<file path="src/rtl/tri_st_add_csel_seq.sv">
// Byte-serial carry-select resolver.
// Takes per-byte conditional sums plus group generate/transmit, LSB byte first.
// Picks each byte's final sum from the running carry and registers one result byte per beat.
module tri_st_add_csel_seq #(
    parameter int unsigned BYTES = 8
) (
    input  logic       nclk,
    input  logic       rst,
    input  logic       in_val,
    output logic       in_rdy,
    input  logic       in_first,
    input  logic       in_last,
    input  logic       in_ci,
    input  logic [0:7] in_sum_0,
    input  logic [0:7] in_sum_1,
    input  logic       in_g08,
    input  logic       in_t08,
    output logic       out_val,
    input  logic       out_rdy,
    output logic [0:7] out_sum,
    output logic       out_last,
    output logic       out_co,
    output logic       out_err
);

    localparam int unsigned CW = $clog2(BYTES + 1);
    localparam logic [CW-1:0] BytesC = CW'(BYTES);

    typedef enum logic [0:0] {StIdle, StBusy} state_e;

    state_e        state_q, state_d;
    logic [CW-1:0] count_q, count_d;
    logic          carry_q;

    logic          accept;
    logic          start;
    logic          cin_eff;
    logic          carry_nxt;
    logic [CW-1:0] cnt_inc;
    logic          overrun;
    logic          last_nxt;
    logic          err_nxt;
    logic [0:7]    sum_nxt;

    // Single output register, no skid: accept whenever the register is empty or draining.
    assign in_rdy = ~rst & (~out_val | out_rdy);
    assign accept = in_val & in_rdy;

    // State register.
    always_ff @(posedge nclk) begin
        if (rst) begin
            state_q <= StIdle;
        end else begin
            state_q <= state_d;
        end
    end

    // Next state: an accepted beat either closes the operation or leaves it open.
    always_comb begin
        state_d = state_q;
        count_d = count_q;
        if (accept) begin
            state_d = last_nxt ? StIdle : StBusy;
            count_d = last_nxt ? '0 : cnt_inc;
        end
    end

    // Beat decode: carry select, carry update and per-byte flags for the accepted beat.
    always_comb begin
        // A beat in IDLE always starts an operation, even without in_first.
        start     = (state_q == StIdle) | in_first;
        cin_eff   = start ? in_ci : carry_q;
        sum_nxt   = cin_eff ? in_sum_1 : in_sum_0;
        carry_nxt = in_g08 | (in_t08 & cin_eff);
        cnt_inc   = start ? CW'(1) : count_q + CW'(1);
        overrun   = ~in_last & (cnt_inc == BytesC);
        last_nxt  = in_last | overrun;
        err_nxt   = ((state_q == StIdle) & ~in_first) |
                    ((state_q == StBusy) & in_first) |
                    overrun;
    end

    // Carry, count and output byte registers; outputs hold while stalled.
    always_ff @(posedge nclk) begin
        if (rst) begin
            count_q  <= '0;
            carry_q  <= 1'b0;
            out_val  <= 1'b0;
            out_sum  <= '0;
            out_last <= 1'b0;
            out_co   <= 1'b0;
            out_err  <= 1'b0;
        end else if (accept) begin
            count_q  <= count_d;
            carry_q  <= carry_nxt;
            out_val  <= 1'b1;
            out_sum  <= sum_nxt;
            out_last <= last_nxt;
            out_co   <= last_nxt & carry_nxt;
            out_err  <= err_nxt;
        end else if (out_rdy) begin
            out_val  <= 1'b0;
        end
    end

endmodule

</file>
<file path="config.mk">
export PLATFORM = sky130hd
export DESIGN_NAME = tri_st_add_csel_seq
export DESIGN_NICKNAME = d
export VERILOG_FILES = /design/src/rtl/tri_st_add_csel_seq.sv
export SDC_FILE = /design/constraint.sdc
export NUM_CORES = 1
export LEC_CHECK = 0
export ABC_AREA = 0
export CAP_MARGIN = 20
export CORE_MARGIN = 2
export CORE_UTILIZATION = 30
export DETAILED_ROUTE_END_ITERATION = 10
export PLACE_DENSITY = 0.58
export SYNTH_ARGS = -nofsm -noshare
export SYNTH_HDL_FRONTEND = slang
export SYNTH_SLANG_ARGS = --single-unit
</file>
<file path="constraint.sdc">
create_clock -name nclk -period 2 [get_ports nclk]
set_input_delay 0.2 -clock nclk [delete_from_list [all_inputs] [get_ports nclk]]
set_output_delay 0.2 -clock nclk [all_outputs]
set_load 0.1 [all_outputs]
</file>
==> results of run 1 <==
critical path, stage by stage (launching register included):
cell and delay, ns:
dfxtp_1 0.36, ha_1 0.25, xor2_1 0.16, nor3_1 0.20, a21oi_1 0.14, mux2_2 0.28
metrics by stage:
stage,power [mW],utilization [%],instances
global route,0.992,48.0,167
finish,0.944,48.0,167
floorplan,0.615,-,96
global placement,0.725,46.6,163
detailed placement,0.727,46.6,163
CTS,0.957,48.0,167
power by group:
| group | total, mW | switching, mW | leakage, nW | internal (mW) |
|---|---|---|---|---|
| Combinational | 0.322 | 0.211 | 0.386 | 0.112 |
| Clock | 0.227 | 0.116 | 0.0210 | 0.111 |
| Sequential | 0.395 | 0.0130 | 0.148 | 0.382 |
| Total | 0.944 | 0.340 | 0.555 | 0.604 |
per-layer routing:
| layer | GRT usage, % | up-vias | part of all wire, % |
|---|---|---|---|
| met4 | 4.98 | 0 | 0.76 |
| met1 | 16.9 | 369 | 44 |
| met2 | 22.1 | 38 | 46 |
| li1 | - | 419 | - |
| met5 | 0 | - | 0 |
| met3 | 4.76 | 2 | 9.2 |
layout make-up:
cell class	count	area (sq um)
Fill cell	287	1420
Multi-Input combinational cell	69	467
Timing Repair Buffer	41	393
Sequential cell	18	362
Tap cell	31	38.8
Clock buffer	4	36.3
Inverter	4	15.0
registers in the layout, indices dropped and copies added, names as in the netlist:
register,count
out_co,1
out_last,1
state_q,1
carry_q,1
out_err,1
count_q,4
out_sum,8
out_val,1
final timing paths:
kind	startpoint	end	depth (start not counted)
max	count_q[0]$_SDFFE_PP0P_	state_q$_SDFFE_PP0P_	5
min	carry_q$_SDFFE_PP0P_	carry_q$_SDFFE_PP0P_	2
min reg2reg	carry_q$_SDFFE_PP0P_	carry_q$_SDFFE_PP0P_	2
max reg2reg	count_q[0]$_SDFFE_PP0P_	state_q$_SDFFE_PP0P_	5
layout by cell type, fill, tap and decap left out, drive strengths merged, types with 2 or more instances in the layout:
cell type and instances:
a21oi 6, nor2b 4, nand3b 10, nand2 4
ha 2, clkbuf 4, nor3 2, nor2 4
xor2 2, buf 17, dfxtp 18, clkdlybuf4s50 24
o21ai 15, inv 4, nand3 2, mux2i 9
logic make-up (layout without fill, tap and decap cells):
| logic type | count (synthesis) | after routing |
|---|---|---|
| AOI/OAI and AO/OA | 24 | 24 |
| xor gates and xnor gates | 2 | 2 |
| adders and majority gates | 2 | 2 |
| buffers and inverters | 9 | 49 |
| DFF | 18 | 18 |
| muxes | 10 | 10 |
| and+or+nand+nor | 31 | 31 |
==> metrics.txt, run 1 <==
status=completed; share of layout cells above drive strength 1=19.1%; worst skew pair latency=0.30 ns; core area=~2700 sq um; MaxCap Viol Count=0; Residual DRC=0; Placement Cell Area=around 1300 sq um; Via-to-Cell Ratio=just under 5; root buf cell=clkbuf_4; Clock Tree Buf Depth=2; synthesized instance count=between 90 and 100; Yosys warnings=0; Tightest Pin Transition=between 0.2 and 0.25 ns; Post-Place Worst Slack=0.208 ns; H-tree depth=1; Vert. Die Dim=between 50 and 60 um; post-synthesis mux area share=approximately an eighth; ant diodes=0; CP endpoint kind=flop; post-layout min period=~1.5 ns; # Post-CTS Setup Buffers=0; worst vdd ir=between 0.3 and 0.4 mV; Hold Vio Cnt, Final=0; TritonCTS Sinks=18; Finished Cell Area=1310 sq um; most numerous cell in the Yosys netlist=dfxtp_1; critical path class=flop to flop; XOR/XNOR Fraction of Synth Area=~2.0%; top cells by count, synth=dfxtp_1, o21ai_0, nand3b_1, mux2i_1, a21oi_1; mapped cell area=860 sq um; fin nets=around 160; hold buffer count at cts=0; # setup viols final=0; syn nets=approximately 120; final worst slack=0.510 ns; cts bufs inserted=3; initial antenna violation count=0; crit-path max FO=5; HPWL after DPL=1570 um; vias in the first global route=809; fin. max-slew vios=0; largest net degree at the start of global routing=26; Worst Skew=0.00617 ns; hold_ws=roughly 0.48 ns; largest family of logic cells by synthesized area=simple AND/OR/NAND/NOR gates; Post-Synth Simple-Gate Area=between 20% and 30%; Pleak=roughly 0.56 nW; CP Data Required Time=about 2.2 ns; area leader, netlist=dfxtp_1; DR pass1 iterations=4; ys async rst share=0%; first-pass GRT wire length=between 3000 and 4000 um; Slew HR=between 80% and 90%; Worst setup SP type=flop; ranking of synthesized cells by area=dfxtp_1, mux2i_1, nand3b_1; Cell variety after synth=27; iteration-0 DRC count of the detailed router=13; Routed WL=about 2100 um; TritonCTS clock tree=built; Remaining Overflow, GRT=0; fmax=about 0.67 GHz; compound-cell area share of the yosys netlist=14.7%; total track usage=between 10% and 20%; Critical Path AT=~1.7 ns; syn_area_per_cell=a little under 9 sq um; port bufs=37; post-synthesis adder-cell area fraction=under 10%; CTS clock-pin slew for the worst setup and hold paths=0.11 ns; GPL Wtd Cong=0.721; number of synthesized register bits=18; Setup Total Neg Slack=0 ns; antenna-violating nets left=0; DR WL/cell=~13 um; final period utilization=between 70% and 80%; initial core utilization=31.4%; power per cell area=720 nW/um^2; die width=about 58 um; die area=around 3300 sq um; Hold Path Class=flop to flop; P&R area growth vs syn=52.5%; unrepaired setup endpoints after global routing=false; Yosys top cell area share=41.9%; Post-synth EDFFs=0; sequential element share of the synthesized area=a little over two fifths; via total after detailed routing=between 800 and 900; IO Pins=38; Post-CTS Resized=0; setup slack, reg-to-reg=0.51 ns; Site Rows=19; Main synth FF type=dfxtp_1
No activity file was read; power rests on OpenSTA's default activity.
==> run 2, diff against run 1 <==
Settings changed: PLACE_DENSITY 0.58 to 0.6.
Clock period 2 ns to 1.3 ns, I/O delays scaled along.
==> metrics.txt, run 2 (synthesis gave the netlist of run 1 again) <==
initial core utilization=between 30% and 40%; share of power burned in registers=41.1%; CP endpoint kind=flop; CP Data Required Time=1.54 ns; core area=roughly 2700 sq um; setup slack, reg-to-reg=-0.15 ns; failing checks=setup timing; iteration-0 DRC count of the detailed router=7; Vert. Die Dim=around 58 um; vias in the first global route=a little under 900; commonest non-fill, non-tap cell in the layout=clkdlybuf4s50_1; hold_ws=0.429 ns; min-delay src=in_val; Design Power=between 1.5 and 2 mW; final worst slack=-0.150 ns; Placement Cell Area=1540 sq um; Via-to-Cell Ratio=about 5.0; fin. max-slew vios=0; Critical Path AT=1.69 ns; Routed WL=2290 um; final period utilization=112%; # setup viols final=12; unrepaired setup endpoints after global routing=true; Worst setup SP type=flop; crit-path max FO=2; GPL Wtd Cong=~0.67; DR pass1 iterations=4; P_sw=~0.54 mW; worst vdd ir=~0.9 mV; total track usage=around 15%; Pleak=between 0.6 and 0.7 nW; biggest regs=out_sum: 8 flops, count_q: 4 flops; part of the power in combinational logic=about 40%; die area=between 3000 and 4000 sq um; DR WL/cell=12.6 um; H-tree depth=1; fmax=0.690 GHz; critical path class=flop to flop; MaxCap Viol Count=0; RR Startpoint=out_val$_SDFFE_PP0P_; cts bufs inserted=3; Remaining Overflow, GRT=0; TritonCTS Sinks=18; Worst Skew=0.0115 ns; share of layout cells above drive strength 1=about a third; hold buffer count at cts=0; first-pass GRT wire length=roughly 3800 um; P&R area growth vs syn=89.1%; Site Rows=19; power per cell area=roughly 930 nW/um^2; Hold Vio Cnt, Final=0; root buf cell=clkbuf_4; Clock Tree Buf Depth=2; fin nets=179; port bufs=37; Hold Path Class=primary input to flop; TritonCTS clock tree=built; CTS clock-pin slew for the worst setup and hold paths=approximately 0.11 ns; HPWL after DPL=between 1500 and 2000 um; Finished Cell Area=around 1600 sq um; clock power share=19.4%; worst skew pair latency=0.30 ns; post-layout min period=between 1 and 1.5 ns; IO Pins=38; via total after detailed routing=between 900 and 1,000; largest reg by FF count=out_sum; Tightest Pin Transition=around 0.23 ns; ant diodes=0; max reg flops=8; Slew HR=between 80% and 90%; status=complete, but fails checks; initial antenna violation count=0; crit path from=out_val$_SDFFE_PP0P_; die width=between 50 and 60 um; commonest non-fill, non-tap cells in the layout=clkdlybuf4s50_1, buf_4, dfxtp_1, buf_12; Net Sw Frac=35.8%; antenna-violating nets left=0; cell internal pwr=0.975 mW; Residual DRC=0; largest net degree at the start of global routing=26
-- run 2: power by group through the flow --
stage | clock (mW) | sequential, mW | combinational (mW)
2_1_floorplan | 0 | 0.835 | 0.123
4_1_cts | 0.310 | 0.625 | 0.603
3_5_place_dp | 0 | 0.636 | 0.594
3_3_place_gp | 0 | 0.635 | 0.588
6_report | 0.294 | 0.624 | 0.601
5_1_grt | 0.331 | 0.629 | 0.629
-- run 2: path summary, 6_finish.rpt --
check | to | cells after the start
max | count_q[2]$_SDFFE_PP0P_ | 4
min | out_val$_SDFFE_PP0P_ | 3
max reg2reg | count_q[2]$_SDFFE_PP0P_ | 4
min reg2reg | carry_q$_SDFFE_PP0P_ | 2
-- run 2: timing repair --
| action | 4_1_cts | 5_1_grt |
|---|---|---|
| resized for setup | 11 | 2 |
| setup buffers | 2 | 0 |
| setup endpoints to repair | 15 | 18 |
| cloned | 0 | 0 |
| pin swaps | 6 | 1 |
-- run 2: worst max-delay path: stages, from the launching register on --
cell     delay (ns)
dfxtp_4        0.35
nor2b_4        0.12
or3_4          0.32
or4_1          0.47
a21oi_1        0.12
-- run 2: per-stage QoR --
step / utilization (%) / std cells / setup slack [ns] / setup TNS [ns]
5_1_grt: 59.5 / 182 / -0.189 / -1.70
6_report: 59.5 / 182 / -0.150 / -0.514
2_1_floorplan: - / 96 / -0.385 / -2.65
3_5_place_dp: 56.2 / 176 / -0.377 / -4.79
3_3_place_gp: 56.2 / 176 / -0.351 / -4.37
4_1_cts: 59.3 / 182 / -0.150 / -0.628
-- run 2: cell type report --
class,count,area [sq um]
clock buffers,4,26.3
well taps,31,38.8
multi-input cells,69,529
fillers,239,1110
inverters,4,15.0
repair buffers,56,647
flip-flops and latches,18,369
-- run 2: layer usage --
| metal | GRT usage, % | up-vias | part of all wire [%] |
|---|---|---|---|
| li1 | - | 447 | - |
| met1 | 15.9 | 425 | 40 |
| met2 | 27.3 | 29 | 51 |
| met3 | 5.44 | 3 | 7.9 |
| met4 | 6.98 | 0 | 1.3 |
| met5 | 0 | - | 0 |
